## config.mk

```make
export PLATFORM = sky130hd
export DESIGN_NAME = freq_ascii_formatter
export DESIGN_NICKNAME = d
export VERILOG_FILES = /design/src/rtl/freq_ascii_formatter.sv
export SDC_FILE = /design/constraint.sdc
export NUM_CORES = 1
export LEC_CHECK = 0
export BUFFER_PORTS_ARGS = -buffer_cell sky130_fd_sc_hd__buf_4
export CELL_PAD_IN_SITES_DETAIL_PLACEMENT = 2
export CELL_PAD_IN_SITES_GLOBAL_PLACEMENT = 2
export CORE_MARGIN = 2
export CORE_UTILIZATION = 37
export DETAILED_ROUTE_END_ITERATION = 10
export GPL_ROUTABILITY_DRIVEN = 0
export PLACE_DENSITY = 0.94
export RECOVER_POWER = 50
export SLEW_MARGIN = 20
export SYNTH_ARGS = -nofsm -noshare
export SYNTH_HDL_FRONTEND = slang
export SYNTH_SLANG_ARGS = --single-unit
```

## constraint.sdc

```tcl
create_clock -name clk -period 4.2 [get_ports clk]
set_input_delay 0.21 -clock clk [delete_from_list [all_inputs] [get_ports clk]]
set_output_delay 0.21 -clock clk [all_outputs]
set_load 0.1 [all_outputs]
```

## src/rtl/freq_ascii_formatter.sv

```systemverilog
// Binary peak frequency to 5 ASCII digits via iterative double-dabble, plus the NFFT text field.
// Outputs are held registers that update together on a completed conversion.
`timescale 1ns / 1ps
module freq_ascii_formatter #(
  parameter int unsigned FREQ_W = 17
) (
  input  logic              clk,
  input  logic              rst_n,
  input  logic [FREQ_W-1:0] freq_hz,
  input  logic              freq_valid,
  input  logic [1:0]        nfft_sel,
  output logic              busy,
  output logic              done,
  output logic [7:0]        d1,
  output logic [7:0]        d2,
  output logic [7:0]        d3,
  output logic [7:0]        d4,
  output logic [7:0]        d5,
  output logic [31:0]       nfft_chars
);

  localparam int unsigned IterW = (FREQ_W > 1) ? $clog2(FREQ_W) : 1;

  typedef enum logic [1:0] {StIdle, StShift, StFormat} state_e;

  state_e             state_q, state_d;
  logic [IterW-1:0]   iter_q, iter_d;
  logic [FREQ_W-1:0]  bin_q, bin_d;
  logic [19:0]        bcd_q, bcd_d, bcd_adj;
  logic [1:0]         sel_q, sel_d;
  logic [FREQ_W-1:0]  pend_val_q, pend_val_d;
  logic [1:0]         pend_sel_q, pend_sel_d;
  logic               pend_vld_q, pend_vld_d;
  logic               busy_q, busy_d;
  logic               done_q, done_d;
  logic [4:0][7:0]    dig_q, dig_d;
  logic [31:0]        nfft_q, nfft_d;

  logic               do_load;
  logic [FREQ_W-1:0]  load_val;
  logic [1:0]         load_sel;
  logic               blank;

  function automatic logic [FREQ_W-1:0] sat(input logic [FREQ_W-1:0] v);
    if (32'(v) > 32'd99999) return FREQ_W'(99999);
    return v;
  endfunction

  // Add-3 correction on every nibble that would overflow past 9 after the shift.
  always_comb begin
    bcd_adj = bcd_q;
    for (int i = 0; i < 5; i++) begin
      if (bcd_q[4*i +: 4] >= 4'd5) bcd_adj[4*i +: 4] = bcd_q[4*i +: 4] + 4'd3;
    end
  end

  always_comb begin
    state_d    = state_q;
    iter_d     = iter_q;
    bin_d      = bin_q;
    bcd_d      = bcd_q;
    sel_d      = sel_q;
    pend_val_d = pend_val_q;
    pend_sel_d = pend_sel_q;
    pend_vld_d = pend_vld_q;
    done_d     = 1'b0;
    dig_d      = dig_q;
    nfft_d     = nfft_q;
    do_load    = 1'b0;
    load_val   = freq_hz;
    load_sel   = nfft_sel;
    blank      = 1'b1;

    unique case (state_q)
      StIdle: begin
        if (freq_valid) do_load = 1'b1;
      end
      StShift: begin
        {bcd_d, bin_d} = {bcd_adj[18:0], bin_q, 1'b0};
        iter_d = iter_q + 1'b1;
        if (iter_q == IterW'(FREQ_W - 1)) state_d = StFormat;
        if (freq_valid) begin
          pend_val_d = freq_hz;
          pend_sel_d = nfft_sel;
          pend_vld_d = 1'b1;
        end
      end
      StFormat: begin
        done_d = 1'b1;
        // Blank leading zeros on the upper four digits; the units digit is always shown.
        for (int i = 4; i >= 1; i--) begin
          if (blank && (bcd_q[4*i +: 4] == 4'd0)) begin
            dig_d[i] = 8'h20;
          end else begin
            blank    = 1'b0;
            dig_d[i] = {4'h3, bcd_q[4*i +: 4]};
          end
        end
        dig_d[0] = {4'h3, bcd_q[3:0]};
        case (sel_q)
          2'b00:   nfft_d = " 256";
          2'b01:   nfft_d = " 512";
          2'b10:   nfft_d = "1024";
          default: nfft_d = "2048";
        endcase
        if (freq_valid) begin
          do_load    = 1'b1;
          pend_vld_d = 1'b0;
        end else if (pend_vld_q) begin
          do_load    = 1'b1;
          load_val   = pend_val_q;
          load_sel   = pend_sel_q;
          pend_vld_d = 1'b0;
        end else begin
          state_d = StIdle;
        end
      end
      default: state_d = StIdle;
    endcase

    if (do_load) begin
      bin_d   = sat(load_val);
      sel_d   = load_sel;
      bcd_d   = '0;
      iter_d  = '0;
      state_d = StShift;
    end

    busy_d = (state_d != StIdle);
  end

  always_ff @(posedge clk or negedge rst_n) begin
    if (!rst_n) begin
      state_q    <= StIdle;
      iter_q     <= '0;
      bin_q      <= '0;
      bcd_q      <= '0;
      sel_q      <= '0;
      pend_val_q <= '0;
      pend_sel_q <= '0;
      pend_vld_q <= 1'b0;
      busy_q     <= 1'b0;
      done_q     <= 1'b0;
      dig_q      <= {8'h20, 8'h20, 8'h20, 8'h20, 8'h30};
      nfft_q     <= 32'h2020_2020;
    end else begin
      state_q    <= state_d;
      iter_q     <= iter_d;
      bin_q      <= bin_d;
      bcd_q      <= bcd_d;
      sel_q      <= sel_d;
      pend_val_q <= pend_val_d;
      pend_sel_q <= pend_sel_d;
      pend_vld_q <= pend_vld_d;
      busy_q     <= busy_d;
      done_q     <= done_d;
      dig_q      <= dig_d;
      nfft_q     <= nfft_d;
    end
  end

  assign busy       = busy_q;
  assign done       = done_q;
  assign d1         = dig_q[4];
  assign d2         = dig_q[3];
  assign d3         = dig_q[2];
  assign d4         = dig_q[1];
  assign d5         = dig_q[0];
  assign nfft_chars = nfft_q;

endmodule
```

After elaboration in Yosys (flattened, before gate mapping):

Index checks and enable logic that the tools add are counted.

* add/subtract/negate cells: 6
* magnitude comparators: 6
* equality and inequality tests: 6
* multiplexer cells: 44
* reductions and logical operators: 14

Operators with widths (count)
* 17-bit two-way mux: 7
* 29-bit case mux with 3 select lines: 1
* 20-bit two-way mux: 2
* 5-bit two-way mux: 6
* 4-bit by 3-bit >= comparator with 1-bit output (second input constant): 5
* 17-bit greater-than comparator (second input constant): 1
* 4-bit by 2-bit adder with 4-bit output (second input constant): 4
* 4-bit logical NOT: 4
* 4-bit two-way mux: 4
* 2-bit two-way mux: 7
* 1-bit two-way mux: 13
* 2-bit case mux with 3 select lines: 1
* 2-bit nonzero test: 3
* 5-bit by 1-bit adder with 5-bit output (second input constant): 1
* 5-bit == test (second input constant): 1
* 2-bit by 1-bit == test with 1-bit output (second input constant): 2
* 2-bit == test (second input constant): 2
* 2-bit logical NOT: 2
* 1-bit case mux with 2 select lines: 2
* 2-bit AND reduction: 2
* 3-bit by 2-bit adder with 3-bit output (second input constant): 1
* 1-bit logical AND: 3
* 3-bit two-way mux: 1
* 2-bit inequality test (second input constant): 1

* bits in registers: 136
* bits of input ports: 22
* output and inout port bits: 74

Logic depth before layout (Yosys ltp):

Gate-level depths: netlist of the first run.

* word-level depth: 11
* gate-level depth with buffers: 6

Least setup slack after synthesis of the first run:

No wires, ideal clock.

* kind: register to register
* start: register bcd_q[16]
* end: register dig_q (netlist bit d4[0])
* setup time: 0.122 ns
* arrival: 1.743 ns
* data required time: 4.078 ns
* path slack: 2.335 ns
* cell stages (with the launch flop): 7
* buffers on the path: 0
* cells stage by stage: dfrtp_1 -> inv_1 -> ha_1 -> or3b_4 -> nor4_4 -> a31oi_1 -> a22o_1

* longest elaborated chain between the ends: 11

Ends and longest elaborated chain
* from (decl): line 29 `logic [19:0] bcd_q, bcd_d, bcd_adj;`
* from (signal assigned): line 137 `bcd_q <= '0;`
* from (signal assigned): line 150 `bcd_q <= bcd_d;`
* 4-bit logical NOT *: line 92 `if (blank && (bcd_q[4*i +: 4] == 4'd0)) begin`
* 1-bit two-way mux *: line 92
* 1-bit two-way mux *: line 74 `unique case (state_q)`
* 1-bit logical AND: line 92
* 1-bit two-way mux *: line 92
* 1-bit two-way mux *: line 74
* 1-bit logical AND: line 92
* 1-bit two-way mux *: line 92
* 1-bit two-way mux *: line 74
* 1-bit logical AND *: line 92
* 5-bit two-way mux *: line 92
* to (signal assigned): line 144 `dig_q <= {8'h20, 8'h20, 8'h20, 8'h20, 8'h30};`
* to (signal assigned): line 157 `dig_q <= dig_d;`
* to (decl): line 36 `logic [4:0][7:0] dig_q, dig_d;`

Mark *: on every way between the ends. The rest lies on a longest branch, timed or not. The select of a mux whose other input is x is not followed.
A chain may end at the register's enable or synchronous reset.

==> results.cfg, run 1 <==
[cts]
cts-root-buf = clkbuf_16
cts_tree = done
htreeDepth = 3
cts.path.max_buffers = 2
cts_resized = 0
cts.sinks = 101
cts-buffers-inserted = 9
clk_pin_slew_ns = 0.07
clock_latency_ns = 0.36

[synth]
yosysSeqAreaShare = 0.500
netlist_top_cells_count = nand2_1, dfrtp_1, buf_4, ha_1, mux2_1
synthArstFlopShare = 1.00
yosysTopAreaCellShare = 0.500
ys_top_cells_by_area = dfrtp_1, nand2_1, buf_4
syn_area_mm2 = 0.00505
synth_top_cell_by_area = dfrtp_1
syn_inst = 499
yosysMostFrequentCell = nand2_1
ys_ff_latch = 101
synth.avg_cell_area_um2 = 10.1
synth-edff-count = 0
yosysWarnings = 0
synth_ff_type = dfrtp_1
ys_types = 50

[floorplanning]
boundaryPins = 96
start_util = 0.380
die_h_um = 121
core.rowCount = 42
coreArea_mm2 = 0.0133
die-width_um = 121
dieArea_mm2 = 0.0146

[worst_hold_path]
hold_path_class = input port to flop
hold_start = freq_hz[2]
whs_endpoint = pend_val_q[2]$_DFFE_PN0P_
min_delay_path_depth = 2

[cells_and_area]
area_delta_synth_final_pct = 11.4
nets = 587
multi_input_area_mm2 = 0.00218
final_util = 0.423
fill_cells = 1441
layout.area.seq_mm2 = 0.00253
final_layout_size_suffix_gt1_frac = 0.0836
instances_no_fill = 726
num_antenna_cells = 0

[timing]
clock_skew_ns = 0.0104
rsz0062_at_grt = no
tns_ns = 0
final_max_slew_viol_count = 64
max_slew_margin = -0.0393
period_needed_ns = 2.53
tightest_slew_ns = 1.56
hold_violations = 0
period_share = 0.603
fmax_mhz = 395
setup_viol = 0

[detailed_routing]
vias = 3774
via_per_inst = 5.20
drtAntennaViolNets = 0
drt-pass1-iter-count = 4
wl_per_cell_um = 18.2
drt_iter0_drc = 147
drc = 0
wirelength_um = 13200

[setup_path]
reg2reg_depth = 4
cp_data_required_time_ns = 4.54
reg2reg_slack_ns = 1.68
endpoint_kind = async pin
r2r-end = bin_q[3]$_DFFE_PN0P_
critical_path_class = input port to async pin
cp.arrival_ns = 2.87
timing.rr.start = state_q[0]$_DFF_PN0_
cp_max_fo = 63
start_kind = input port

[placed_design]
dp.cells = 709
portBuffers = 62
post-dp-hpwl_um = 9200

[power]
p_seq_frac = 0.340
p_clk_frac = 0.164
finalPower_uw = 4900
power_leakage_uw = 0.00262
power_frac_comb = 0.495
switching_power_uw = 2560
power_density_mw_per_mm2 = 872
intPower_uw = 2350
ir_drop_uv = 303
swShare = 0.522

[global_routing]
grt_use_met1 = 0.221
grt_use_total = 0.190
grt_max_degree = 64
antenna_found_initial = 0
grt_busiest_layer = met2
grt_pass1_wl_um = 21800
use_met3 = 0.0377
grt_pass1_vias = 4257
grt_overflow = 0
use_met2 = 0.352

[run_status]
status = complete, but fails checks
violations = max-capacitance violations, max-slew violations

[run]
maxCapViolations = 1
==> registers in the layout, summed over array words and instances (netlist names), 2 cells and up <==
| name | count |
|---|---|
| d4 | 5 |
| d3 | 5 |
| d2 | 5 |
| iter_q | 5 |
| bin_q | 17 |
| nfft_chars | 9 |
| d5 | 4 |
| d1 | 5 |
| sel_q | 2 |
| pend_val_q | 17 |
| state_q | 2 |
| bcd_q | 20 |
| pend_sel_q | 2 |
==> cells in the final DEF (no fill, tap or decap), types with 13 or more instances in the layout <==
| cell | n |
|---|---|
| mux2_1 | 18 |
| o21ai_0 | 16 |
| a21oi_1 | 15 |
| mux2i_1 | 13 |
| ha_1 | 20 |
| clkbuf_1 | 42 |
| nand2_1 | 102 |
| conb_1 | 33 |
| dfrtp_1 | 101 |
| o31ai_1 | 15 |
| inv_1 | 17 |
| buf_4 | 22 |
==> stage by stage <==
stage                     setup slack, ns  hold slack (ns)  instance area, µm²
after floorplan                      2.34          -0.0856                5170
after global placement               1.70            0.338                5500
after detailed placement             1.50            0.355                5500
after CTS                            1.44           0.0647                5790
after global routing                 1.23           0.0850                5630
final                                1.67           0.0718                5630
==> power groups by stage <==
stage	combinational (µW)	clock, µW	sequential [µW]
2_1_floorplan	1340	0	2310
3_3_place_gp	2410	0	1640
3_5_place_dp	2550	0	1690
4_1_cts	2580	829	1680
5_1_grt	2620	868	1720
6_report	2430	806	1670
==> metal layers <==
metal	up-vias	wire length (µm)	part of all wire
li1	1748	-	-
met1	1923	5330	0.40
met2	89	7190	0.54
met3	14	503	0.038
met4	0	170	0.013
met5	-	0	0
==> worst max-delay path by stage <==
stage               slack, ns                  start  cells after the start                   endpoint
global route             1.23                  rst_n                      3  pend_val_q[0]$_DFFE_PN0P_
global placement         1.70   state_q[1]$_DFF_PN0_                      5      bin_q[15]$_DFFE_PN0P_
floorplan                2.34  bcd_q[16]$_DFFE_PN0P_                      6          d4[0]$_DFFE_PN0N_
finish                   1.67                  rst_n                      3       bin_q[0]$_DFFE_PN0P_
detailed placement       1.50   state_q[1]$_DFF_PN0_                      5      bin_q[15]$_DFFE_PN0P_
CTS                      1.44   state_q[1]$_DFF_PN0_                      5      bin_q[15]$_DFFE_PN0P_
==> kinds of logic after synthesis <==
family / share of synthesized area
AND/OR/NAND/NOR: 0.137
XOR/XNOR: 0.0156
adder cells (fa/ha/maj): 0.0496
other: 0.00149
AO/OA/AOI/OAI: 0.139
multiplexers: 0.0659
buffers and inverters: 0.0907
flip-flops: 0.500
==> layout make-up <==
cell class | count | area share
clock buffer | 9 | 0.0400
clock inverter | 7 | 0.0105
inverter | 18 | 0.0120
multi-input combinational | 348 | 0.388
sequential | 101 | 0.449
tap | 176 | 0.0391
timing repair buffer | 67 | 0.0609
==> worst max-delay path: stages <==
cell and delay [ns]:
dlygate4sd3_1 0.53, clkbuf_2 1.13, clkbuf_2 0.96
==> repair_timing <==
item,CTS,global route
hold endpoints to repair,62,0
hold buffers,1,0
setup buffers,0,0
(Power assumes the default switching activity.)
==> run 2: changes to the inputs <==
--- a/config.mk
+++ b/config.mk
@@ -9,10 +9,10 @@
 export CELL_PAD_IN_SITES_DETAIL_PLACEMENT = 2
 export CELL_PAD_IN_SITES_GLOBAL_PLACEMENT = 2
 export CORE_MARGIN = 2
-export CORE_UTILIZATION = 37
+export CORE_UTILIZATION = 31
 export DETAILED_ROUTE_END_ITERATION = 10
 export GPL_ROUTABILITY_DRIVEN = 0
-export PLACE_DENSITY = 0.94
+export PLACE_DENSITY = 0.85
 export RECOVER_POWER = 50
 export SLEW_MARGIN = 20
 export SYNTH_ARGS = -nofsm -noshare
==> constraint.sdc (replaced) <==
create_clock -name clk -period 2.1 [get_ports clk]
set_input_delay 0.105 -clock clk [delete_from_list [all_inputs] [get_ports clk]]
set_output_delay 0.105 -clock clk [all_outputs]
set_load 0.1 [all_outputs]
==> results.cfg, run 2 (synthesis results as in run 1) <==
[setup_path]
reg2reg_depth = 6
critPathLaunch = bcd_q[8]$_DFFE_PN0P_
cp_max_fo = 5
slowest_delay_ns = 0.48
cp_cell_sequence = inv_2 > ha_1 > or3b_2 > nor4_4 > a31oi_2 > a22o_1
endpoint_kind = flop
start_kind = flop
r2r-end = d4[0]$_DFFE_PN0N_
timing.rr.start = bcd_q[8]$_DFFE_PN0P_
cp_slowest_cell = or3b_2
cp-endpoint = d4[0]$_DFFE_PN0N_
reg2reg_slack_ns = 0.11
cp.arrival_ns = 2.21
cp_data_required_time_ns = 2.32
critical_path_class = flop to flop

[power]
p_seq_frac = 0.330
power_density_mw_per_mm2 = 1700
p_clk_frac = 0.165
ir_drop_uv = 746
switching_power_uw = 5160
swShare = 0.508
power_frac_comb = 0.505
intPower_uw = 5000
power_leakage_uw = 0.00283

[timing]
final_max_slew_viol_count = 0
period_needed_ns = 1.99
hold_violations = 0
period_share = 0.947
max_slew_margin = 0.205
tns_ns = 0
rsz0062_at_grt = no
fmax_mhz = 503
clock_skew_ns = 0.00793
tightest_slew_ns = 1.20
setup_viol = 0

[detailed_routing]
drtAntennaViolNets = 0
vias = 3904
drt-pass1-iter-count = 4
wl_per_cell_um = 18.0
drt_iter0_drc = 112
wirelength_um = 14200
via_per_inst = 4.95
drc = 0

[cells_and_area]
nets = 609
layout_commonest_cell = nand2_1
area_delta_synth_final_pct = 18.5
top_register = bcd_q
layout_common_cells = nand2_1, dfrtp_1, buf_4
instances_no_fill = 788
num_antenna_cells = 0
final_layout_size_suffix_gt1_frac = 0.147
fill_cells = 1754
reg_top3 = bcd_q (20), bin_q (17), pend_val_q (17)
largest_reg_flops = 20

[global_routing]
grt_use_met1 = 0.203
grt_pass1_wl_um = 23700
grt_pass1_vias = 4421
grt_use_total = 0.169
antenna_found_initial = 0
use_met2 = 0.313
grt_overflow = 0
use_met3 = 0.0347
grt_busiest_layer = met2
grt_max_degree = 46

[placed_design]
portBuffers = 62
post-dp-hpwl_um = 10000
dp.cells = 760

[cts]
cts.sinks = 101
cts_tree = done
cts-root-buf = clkbuf_16
cts-buffers-inserted = 9
cts.path.max_buffers = 2
htreeDepth = 3
clock_latency_ns = 0.34
clk_pin_slew_ns = 0.07

[floorplanning]
coreArea_mm2 = 0.0159
boundaryPins = 96
die-width_um = 132
dieArea_mm2 = 0.0173
core.rowCount = 46
die_h_um = 132
start_util = 0.318

[worst_hold_path]
hold_path_class = input port to flop

[run_status]
status = completed

[run]
maxCapViolations = 0
run 2: cell types whose count changed in the layout (fill, tap and decap cells not counted), moves of 2 or more:
cell and change:
clkinv_2 +2, o21ai_0 -2, inv_2 +3, o21ai_1 +2
dlygate4sd3_1 +11, clkbuf_1 -21, buf_4 +31, inv_1 -3
run 2: what timing repair did:
item | in CTS | in global routing
endpoints found under the hold margin | 39 | 0
setup endpoints to repair | 0 | 3
hold buffers | 12 | 0
buffers inserted | 0 | 0
resized for setup | 0 | 4
run 2: per-layer routing:
metal / vias to the layer above / part of all wire
li1: 1783 / -
met1: 2027 / 0.42
met2: 82 / 0.54
met3: 12 / 0.033
met4: 0 / 0.0072
met5: - / 0
run 2: area by class of cell:
class | count | area (µm²) | area share
sequential | 101 | 2530 | 0.423
multi-input combinational | 348 | 2190 | 0.367
timing repair buffer | 89 | 631 | 0.105
tap | 216 | 270 | 0.0452
clock buffer | 10 | 229 | 0.0383
inverter | 18 | 67.6 | 0.0113
clock inverter | 6 | 62.6 | 0.0105
run 2: how the worst min path moves through the flow:
stage / slack, ns / cells after the start / from / endpoint
after floorplan: -0.19 / 0 / rst_n / bcd_q[0]$_DFFE_PN0P_
after global placement: 0.06 / 1 / rst_n / d3[4]$_DFFE_PN0N_
after detailed placement: 0.08 / 1 / rst_n / d3[4]$_DFFE_PN0N_
after CTS: 0.001 / 2 / freq_hz[11] / pend_val_q[11]$_DFFE_PN0P_
after global routing: 0.003 / 2 / freq_hz[9] / pend_val_q[9]$_DFFE_PN0P_
final: 0.005 / 2 / freq_hz[11] / pend_val_q[11]$_DFFE_PN0P_
run 2: per-stage QoR:
| stage | area (µm²) | hold slack, ns | utilization | total power, µW | setup WS (ns) |
|---|---|---|---|---|---|
| 3_3_place_gp | 5650 | 0.0627 | 0.356 | 8200 | 0.192 |
| 4_1_cts | 6070 | 0.00133 | 0.382 | 10300 | 0.0173 |
| 5_1_grt | 5980 | 0.00333 | 0.377 | 10800 | 0.0460 |
| 6_report | 5980 | 0.00453 | 0.377 | 10200 | 0.112 |
| 2_1_floorplan | 5170 | -0.191 | - | 7300 | 0.235 |
| 3_5_place_dp | 5650 | 0.0806 | 0.356 | 8550 | 0.0457 |
run 2: critical path, delay by kind of cell (launching register included):
kind,cells,cell delay [ns]
AO/OA/AOI/OAI,2,0.37
flip-flops,1,0.42
buffers and inverters,1,0.12
AND/OR/NAND/NOR,2,0.81
adder cells (fa/ha/maj),1,0.16
run 2: power groups by stage:
stage	clock network, µW	logic, µW	registers, µW
after global routing	1810	5490	3460
final	1670	5130	3350
after CTS	1710	5260	3360
after global placement	0	4920	3280
after detailed placement	0	5170	3380
after floorplan	0	2680	4620
==> run 3: changes to the inputs <==
--- a/config.mk
+++ b/config.mk
@@ -8,6 +8,7 @@
 export BUFFER_PORTS_ARGS = -buffer_cell sky130_fd_sc_hd__buf_4
 export CELL_PAD_IN_SITES_DETAIL_PLACEMENT = 2
 export CELL_PAD_IN_SITES_GLOBAL_PLACEMENT = 2
+export CORE_ASPECT_RATIO = 0.5
 export CORE_MARGIN = 2
 export CORE_UTILIZATION = 31
 export DETAILED_ROUTE_END_ITERATION = 10
==> results.cfg, run 3 (synthesis results as in run 1) <==
[run_status]
status = completed

[setup_path]
reg2reg_slack_ns = 0.13
cp.arrival_ns = 2.20
critical_path_class = flop to flop
cp_max_fo = 5
timing.rr.start = bcd_q[8]$_DFFE_PN0P_
slowest_delay_ns = 0.49
cp_cell_sequence = inv_2 > ha_1 > or3b_2 > nor4_4 > a31oi_2 > a22o_1
cp_slowest_cell = or3b_2
cp_num_buf_inv = 1
cp_data_required_time_ns = 2.33
reg2reg_depth = 6
cp_top_family = simple AND/OR/NAND/NOR gates
endpoint_kind = flop
start_kind = flop
r2r-end = d4[0]$_DFFE_PN0N_

[placed_design]
place_area_mm2 = 0.00566
post-dp-hpwl_um = 9860
portBuffers = 62
dp.cells = 766

[cells_and_area]
layout_commonest_cell = nand2_1
fin_area_mm2 = 0.00603
instances_no_fill = 796
reg_top3 = bcd_q (20), bin_q (17), pend_val_q (17)
area_delta_synth_final_pct = 19.4
layout.area.seq_mm2 = 0.00253
layout_common_cells = nand2_1, dfrtp_1, buf_4
top_register = bcd_q
largest_reg_flops = 20
multi_input_area_mm2 = 0.00220
nets = 612
num_antenna_cells = 0
fill_cells = 1722
final_util = 0.385
final_layout_size_suffix_gt1_frac = 0.153

[cts]
clock_latency_ns = 0.35
clk_pin_slew_ns = 0.07
postCtsSetupRepairBufs = 0
cts_tree = done
cts.path.max_buffers = 2
cts-root-buf = clkbuf_16
htreeDepth = 3
cts-buffers-inserted = 9
cts.sinks = 101

[detailed_routing]
vias = 3895
via_per_inst = 4.89
drt-pass1-iter-count = 4
drt_iter0_drc = 130
drtAntennaViolNets = 0
drc = 0
wl_per_cell_um = 17.6
wirelength_um = 14000

[run]
maxCapViolations = 0

[floorplanning]
coreArea_mm2 = 0.0157
boundaryPins = 96
die_h_um = 94.3
core.rowCount = 32
die-width_um = 185
start_util = 0.323
dieArea_mm2 = 0.0174

[worst_hold_path]
hold_start = freq_hz[5]
min_delay_path_depth = 2
whs_endpoint = pend_val_q[5]$_DFFE_PN0P_
hold_path_class = input port to flop

[timing]
period_needed_ns = 1.97
clock_skew_ns = 0.00640
final_max_slew_viol_count = 0
setup_viol = 0
period_share = 0.937
hold_violations = 0
tightest_slew_ns = 1.33
max_slew_margin = 0.112
whs_ns = 0.00769
fmax_mhz = 508
rsz0062_at_grt = yes

[global_routing]
antenna_found_initial = 0
grt_use_total = 0.171
grt_max_degree = 53
grt_pass1_wl_um = 23400
grt_overflow = 0
grt_pass1_vias = 4339

[power]
intPower_uw = 5080
ir_drop_uv = 609
p_seq_frac = 0.326
swShare = 0.504
power_density_mw_per_mm2 = 1700
p_clk_frac = 0.171
power_frac_comb = 0.503
power_leakage_uw = 0.00285
switching_power_uw = 5170
finalPower_uw = 10200
run 3: worst max-delay path by stage:
stage	startpoint	to	slack [ns]	cells after the start
global placement	bcd_q[16]$_DFFE_PN0P_	d4[1]$_DFFE_PN0N_	0.21	6
global route	bcd_q[8]$_DFFE_PN0P_	d4[0]$_DFFE_PN0N_	-0.008	6
detailed placement	bcd_q[16]$_DFFE_PN0P_	d4[1]$_DFFE_PN0N_	0.07	6
finish	bcd_q[8]$_DFFE_PN0P_	d4[0]$_DFFE_PN0N_	0.13	6
floorplan	bcd_q[16]$_DFFE_PN0P_	d4[0]$_DFFE_PN0N_	0.24	6
CTS	bcd_q[16]$_DFFE_PN0P_	d4[0]$_DFFE_PN0N_	0.007	6
run 3: layout make-up:
type / count / area share
flip-flops and latches: 101 / 0.419
multi-input cells: 348 / 0.365
repair buffers: 92 / 0.108
well taps: 221 / 0.0459
clock buffers: 11 / 0.0419
inverters: 18 / 0.0112
clock inverters: 5 / 0.00954
run 3: what timing repair did:
item,CTS,global route
hold endpoints to repair,38,0
hold buffers,14,0
resized for setup,0,5
setup endpoints to repair,0,12
run 3: per-stage QoR:
| stage | setup TNS [ns] | setup slack (ns) |
|---|---|---|
| 6_report | 0 | 0.132 |
| 5_1_grt | -0.0379 | -0.00771 |
| 4_1_cts | 0 | 0.00748 |
| 3_5_place_dp | 0 | 0.0662 |
| 3_3_place_gp | 0 | 0.209 |
| 2_1_floorplan | 0 | 0.235 |
run 3: routing by layer:
layer,wire [µm],vias up,global-route usage,share of wire
met2,7080,87,0.310,0.51
met4,100,0,0.0280,0.0072
met5,0,-,0,0
li1,-,1806,-,-
met3,484,14,0.0329,0.035
met1,6320,1988,0.215,0.45
run 3: power groups by stage:
| stage | Combinational, µW | Sequential (µW) | Clock (µW) |
|---|---|---|---|
| 6_report | 5160 | 3340 | 1750 |
| 5_1_grt | 5540 | 3450 | 1860 |
| 4_1_cts | 5280 | 3350 | 1810 |
| 3_5_place_dp | 5170 | 3360 | 0 |
| 3_3_place_gp | 4950 | 3290 | 0 |
| 2_1_floorplan | 2680 | 4620 | 0 |
